`src/rtl/imem_loader.sv`:
```
// Serial instruction-RAM loader: takes a little-endian word count followed by
// little-endian 32-bit words, writes them to RAM and releases the CPU reset once done.
module imem_loader #(
    parameter int DEPTH  = 4096,
    parameter int ADDR_W = 12
) (
    input  logic              clk,
    input  logic              rst_n,
    input  logic              start,
    input  logic              in_valid,
    input  logic [7:0]        in_data,
    output logic              in_ready,
    output logic              mem_we,
    output logic [ADDR_W-1:0] mem_addr,
    output logic [31:0]       mem_wdata,
    output logic              cpu_rst_n,
    output logic              busy,
    output logic              done,
    output logic              err
);

    typedef enum logic [2:0] {
        S_IDLE  = 3'd0,
        S_LEN0  = 3'd1,
        S_LEN1  = 3'd2,
        S_DATA  = 3'd3,
        S_FLUSH = 3'd4,
        S_DONE  = 3'd5,
        S_ERROR = 3'd6
    } state_e;

    // One spare bit so that counts up to 65535 compare against DEPTH cleanly.
    localparam logic [16:0] DEPTH_C = 17'(DEPTH);

    state_e              state_q, state_d;
    logic [15:0]         len_q, len_d;
    logic [15:0]         word_q, word_d;
    logic [1:0]          byte_q, byte_d;
    logic [23:0]         asm_q, asm_d;
    logic                we_q, we_d;
    logic [ADDR_W-1:0]   addr_q, addr_d;
    logic [31:0]         wdata_q, wdata_d;
    logic                ready_q, ready_d;
    logic                busy_q, busy_d;
    logic                done_q, done_d;
    logic                err_q, err_d;
    logic                cpu_rst_n_q, cpu_rst_n_d;

    logic                xfer_s;
    logic [15:0]         len_full_s;
    logic [15:0]         word_inc_s;

    assign xfer_s     = in_valid & ready_q;
    assign len_full_s = {in_data, len_q[7:0]};
    assign word_inc_s = word_q + 16'd1;

    // Next-state, datapath and output decode for the load sequence.
    always_comb begin
        state_d     = state_q;
        len_d       = len_q;
        word_d      = word_q;
        byte_d      = byte_q;
        asm_d       = asm_q;
        we_d        = 1'b0;
        addr_d      = addr_q;
        wdata_d     = wdata_q;

        case (state_q)
            S_IDLE, S_DONE, S_ERROR: begin
                if (start) begin
                    state_d = S_LEN0;
                    len_d   = 16'd0;
                    word_d  = 16'd0;
                    byte_d  = 2'd0;
                    asm_d   = 24'd0;
                end else begin
                    state_d = state_q;
                end
            end
            S_LEN0: begin
                if (xfer_s) begin
                    len_d   = {8'd0, in_data};
                    state_d = S_LEN1;
                end else begin
                    state_d = S_LEN0;
                end
            end
            S_LEN1: begin
                if (xfer_s) begin
                    len_d  = len_full_s;
                    word_d = 16'd0;
                    byte_d = 2'd0;
                    if (len_full_s == 16'd0) begin
                        state_d = S_DONE;
                    end else if ({1'b0, len_full_s} > DEPTH_C) begin
                        state_d = S_ERROR;
                    end else begin
                        state_d = S_DATA;
                    end
                end else begin
                    state_d = S_LEN1;
                end
            end
            S_DATA: begin
                if (xfer_s) begin
                    byte_d = byte_q + 2'd1;
                    // Bytes arrive LSB first; the 4th byte completes the word.
                    if (byte_q == 2'd3) begin
                        we_d    = 1'b1;
                        addr_d  = word_q[ADDR_W-1:0];
                        wdata_d = {in_data, asm_q};
                        word_d  = word_inc_s;
                        if (word_inc_s == len_q) begin
                            state_d = S_FLUSH;
                        end else begin
                            state_d = S_DATA;
                        end
                    end else begin
                        asm_d = {in_data, asm_q[23:8]};
                    end
                end else begin
                    state_d = S_DATA;
                end
            end
            S_FLUSH: begin
                state_d = S_DONE;
            end
            default: begin
                state_d = S_IDLE;
            end
        endcase

        ready_d     = (state_d == S_LEN0) || (state_d == S_LEN1) || (state_d == S_DATA);
        busy_d      = ready_d || (state_d == S_FLUSH);
        done_d      = (state_d == S_DONE);
        err_d       = (state_d == S_ERROR);
        cpu_rst_n_d = (state_d == S_DONE);
    end

    // State and registered outputs; synchronous active-low reset.
    always_ff @(posedge clk) begin
        if (!rst_n) begin
            state_q     <= S_IDLE;
            len_q       <= 16'd0;
            word_q      <= 16'd0;
            byte_q      <= 2'd0;
            asm_q       <= 24'd0;
            we_q        <= 1'b0;
            addr_q      <= {ADDR_W{1'b0}};
            wdata_q     <= 32'd0;
            ready_q     <= 1'b0;
            busy_q      <= 1'b0;
            done_q      <= 1'b0;
            err_q       <= 1'b0;
            cpu_rst_n_q <= 1'b0;
        end else begin
            state_q     <= state_d;
            len_q       <= len_d;
            word_q      <= word_d;
            byte_q      <= byte_d;
            asm_q       <= asm_d;
            we_q        <= we_d;
            addr_q      <= addr_d;
            wdata_q     <= wdata_d;
            ready_q     <= ready_d;
            busy_q      <= busy_d;
            done_q      <= done_d;
            err_q       <= err_d;
            cpu_rst_n_q <= cpu_rst_n_d;
        end
    end

    assign in_ready  = ready_q;
    assign mem_we    = we_q;
    assign mem_addr  = addr_q;
    assign mem_wdata = wdata_q;
    assign cpu_rst_n = cpu_rst_n_q;
    assign busy      = busy_q;
    assign done      = done_q;
    assign err       = err_q;

endmodule

```
`config.mk`:
```
export PLATFORM = sky130hd
export DESIGN_NAME = imem_loader
export DESIGN_NICKNAME = d
export VERILOG_FILES = /design/src/rtl/imem_loader.sv
export SDC_FILE = /design/constraint.sdc
export NUM_CORES = 1
export LEC_CHECK = 0
export CAP_MARGIN = 20
export CELL_PAD_IN_SITES_DETAIL_PLACEMENT = 1
export CELL_PAD_IN_SITES_GLOBAL_PLACEMENT = 1
export CORE_MARGIN = 2
export CORE_UTILIZATION = 40
export DETAILED_ROUTE_END_ITERATION = 12
export PLACE_DENSITY_LB_ADDON = 0.08
export RECOVER_POWER = 25
export SETUP_SLACK_MARGIN = 0.2
export SLEW_MARGIN = 20
export SYNTH_ARGS = -nofsm -noshare
export SYNTH_HDL_FRONTEND = slang
export SYNTH_SLANG_ARGS = --single-unit
```
`constraint.sdc`:
```
create_clock -name clk -period 2.65 [get_ports clk]
set_input_delay 0.795 -clock clk [delete_from_list [all_inputs] [get_ports clk]]
set_output_delay 0.795 -clock clk [all_outputs]
set_load 0.03 [all_outputs]
```
==> impl_metrics.py <==
metrics = {
    "min_path": {
        "holdCritPathClass": "reg2reg",
        "holdPathStages": 2,
        "min-delay-start": "mem_addr[7]$_SDFFE_PN0P_",
    },
    "status": {
        "outcome": "finished clean",
    },
    "synthesis": {
        "avgSynthCellArea_um2": 8.157,
        "synth_edf_count": 0,
        "yosysTopAreaCell": "dfxtp_1",
        "synthFlopType": "dfxtp_1",
        "synth_cells": 632,
        "synthArstFlopShare": 0,
        "ys_warn_count": 0,
        "synth.most_common_cell": "nand2_1",
        "synth_area_leaders": "dfxtp_1, a21boi_0, nand2_1",
        "synth_cell_types": 56,
        "syn-num-nets": 646,
        "synth_area_mm2": 0.005155,
        "ys_ff_latch": 110,
        "yosysSeqAreaShare": 0.4272,
        "yosys-top-cells-count": "nand2_1, dfxtp_1, a21boi_0",
        "synth_top_area_share": 0.4272,
    },
    "clock_network": {
        "holdBufCountCts": 0,
        "cts_tree": "done",
        "numCtsBuffers": 9,
        "clk_path_buf_depth": 2,
        "root_buffer": "clkbuf_16",
        "clock-sinks": 110,
        "clk_latency_ns": 0.36,
        "h-tree-depth": 3,
        "path_clk_slew_ns": 0.08,
    },
    "routing": {
        "wire_per_inst_um": 18.93,
        "vias": 4954,
        "totalWireLength_mm": 17.38,
        "firstDrtPassIters": 4,
        "drt_iter0_drc": 206,
        "vias_per_cell": 5.397,
        "drc": 0,
        "ant_nets": 0,
    },
    "finish": {
        "synthToLayoutAreaGrowth_pct": 36.00,
        "fin_util": 0.5555,
        "nNetsFinal": 756,
        "drive_above_1_share": 0.1917,
        "diodes": 0,
    },
    "worst_setup_path": {
        "reg2regPathDepth": 8,
        "crit_path_max_incr_delay_ns": 0.49,
        "path_class": "in2reg",
        "cp-end-kind": "register",
        "crit_arrival_ns": 2.75,
        "cp_slowest_cell": "clkdlybuf4s50_1",
        "cp-start-kind": "primary input",
        "crit_top_cell": "buf_12",
        "crit_path_start": "start",
        "crit_chain": "clkdlybuf4s50_1 -> buf_4 -> nand4b_1 -> o2bb2ai_1 -> nor2_4 -> buf_12 -> buf_12 -> clkbuf_16 -> nand2_1 -> a21boi_0",
        "crit-reg2reg-launch": "state_q[1]$_SDFF_PN0_",
        "critPathRequiredTime_ns": 2.91,
        "path_max_fanout": 22,
    },
    "pwr": {
        "power_density_mw_per_mm2": 476.5,
        "seq_power_share": 0.504,
        "p_int_w": 0.002456,
        "power_switching_w": 0.0008847,
        "p_sw_frac": 0.2649,
        "p_leak_nw": 2.570,
        "irDropWorstVdd_mv": 0.2895,
        "comb_power_share": 0.102,
        "pwr-share-clk": 0.394,
    },
    "die": {
        "die_y_um": 117.5,
        "coreArea_mm2": 0.01262,
        "start_util": 0.4085,
        "row_count": 41,
        "ios": 62,
        "die_width_um": 117.5,
        "dieArea_mm2": 0.01381,
    },
    "grt": {
        "grt_pass1_wl_mm": 26.57,
        "antenna_found_initial": 0,
        "grt_max_degree": 72,
        "grt_pass1_vias": 5043,
        "grtUsageTotal": 0.2393,
        "overflow": 0,
    },
    "sta": {
        "tns_ns": 0,
        "min_period_over_period": 0.9381,
        "setup-violations-final": 0,
        "timing.fmax_mhz": 402.3,
        "hold_viol": 0,
        "max-slew-margin-rel": 0.5988,
        "worst_pin_slew_ns": 0.6017,
        "period_minus_slack_ns": 2.486,
        "skew_ns": 0.006109,
        "slew_violations": 0,
        "rsz0062_at_grt": "yes",
    },
    "job": {
        "drv_cap": 0,
    },
    "placed_design": {
        "dp_hpwl_mm": 11.70,
        "io_buffer_count": 61,
        "gp_congestion": 0.8589,
    },
}
## power groups by stage
stage               combinational, W  clock [W]  sequential, W
floorplan                   0.000167          0        0.00172
global placement            0.000314          0        0.00172
detailed placement          0.000322          0        0.00172
CTS                         0.000328    0.00134        0.00168
global route                0.000365    0.00140        0.00168
finish                      0.000342    0.00132        0.00168
## final cells by class
type	instances	area, um2
clock inverters	5	45.04
repair buffers	144	1390
flip-flops and latches	110	2223
clock buffers	10	229.0
fillers	1524	5609
inverters	3	11.26
multi-input cells	474	2897
well taps	172	215.2
## worst paths after layout
kind / endpoint / slack [ns]
hold / removal: mem_addr[7]$_SDFFE_PN0P_ / 0.46
setup / recovery: mem_wdata[12]$_SDFFE_PN0P_ / 0.16
setup reg to reg: cpu_rst_n$_SDFF_PN0_ / 0.22
hold reg to reg: mem_addr[7]$_SDFFE_PN0P_ / 0.46
## cell usage in the layout (no fill, tap or decap), drive strengths merged, types with 4 or more instances in the layout
master         count
nand2b             4
nor3b              4
xor2               8
o31ai              4
dfxtp            110
clkdlybuf4s50     35
clkbuf            15
o21a               6
buf               79
nand2            152
a21boi            79
o21ai             24
nand4              6
xnor2             15
nor2b             15
a21oi             16
nand3             37
and2              17
inv                5
dlygate4sd3       21
nor2              22
nor4               7
nand3b             9
nor3              11
## flip-flops by register name (all words and copies together), names as in the netlist
| signal | cells |
|---|---|
| asm_q | 24 |
| busy | 1 |
| byte_q | 2 |
| cpu_rst_n | 1 |
| err | 1 |
| in_ready | 1 |
| len_q | 16 |
| mem_addr | 12 |
| mem_wdata | 32 |
| mem_we | 1 |
| state_q | 3 |
| word_q | 16 |
## timing repair
| action | 4_1_cts | 5_1_grt |
|---|---|---|
| gates resized for setup | 16 | 30 |
| gates cloned | 0 | 3 |
| endpoints found under the setup margin | 48 | 38 |
| pin swaps | 9 | 13 |
| buffers inserted | 3 | 6 |
## critical path: cells and delay by family
| family | cells | cell delay (ns) |
|---|---|---|
| buffers and inverters | 5 | 1.07 |
| AOI/OAI and AO/OA | 2 | 0.48 |
| and+or+nand+nor | 3 | 0.39 |
## through the flow
step | worst slack, ns | hold WS, ns | power, W | cells | area [um2]
floorplan | 0.2312 | 0.4412 | 0.001888 | 632 | 5157
global placement | -0.2113 | 0.4521 | 0.002035 | 891 | 6421
detailed placement | -0.3115 | 0.4578 | 0.002045 | 891 | 6421
CTS | 0.1873 | 0.4687 | 0.003349 | 909 | 6771
global route | 0.06345 | 0.4869 | 0.003448 | 918 | 7010
finish | 0.1641 | 0.4612 | 0.003340 | 918 | 7010
## logic make-up after synthesis
group	after synthesis	share of synthesized area
flip-flops	110	0.4272
buffers and inverters	48	0.03859
XOR/XNOR	23	0.03908
AO/OA/AOI/OAI	150	0.2058
adder cells (fa/ha/maj)	2	0.004854
multiplexers	1	0.001942
AND/OR/NAND/NOR	298	0.2825
## layer usage
layer,up-vias,track usage,part of all wire
met5,-,0,0
met4,0,0.08434,0.025
met3,25,0.03246,0.030
met2,107,0.4039,0.48
met1,2444,0.3144,0.46
li1,2378,-,-
No activity file was read; power rests on OpenSTA's default activity.
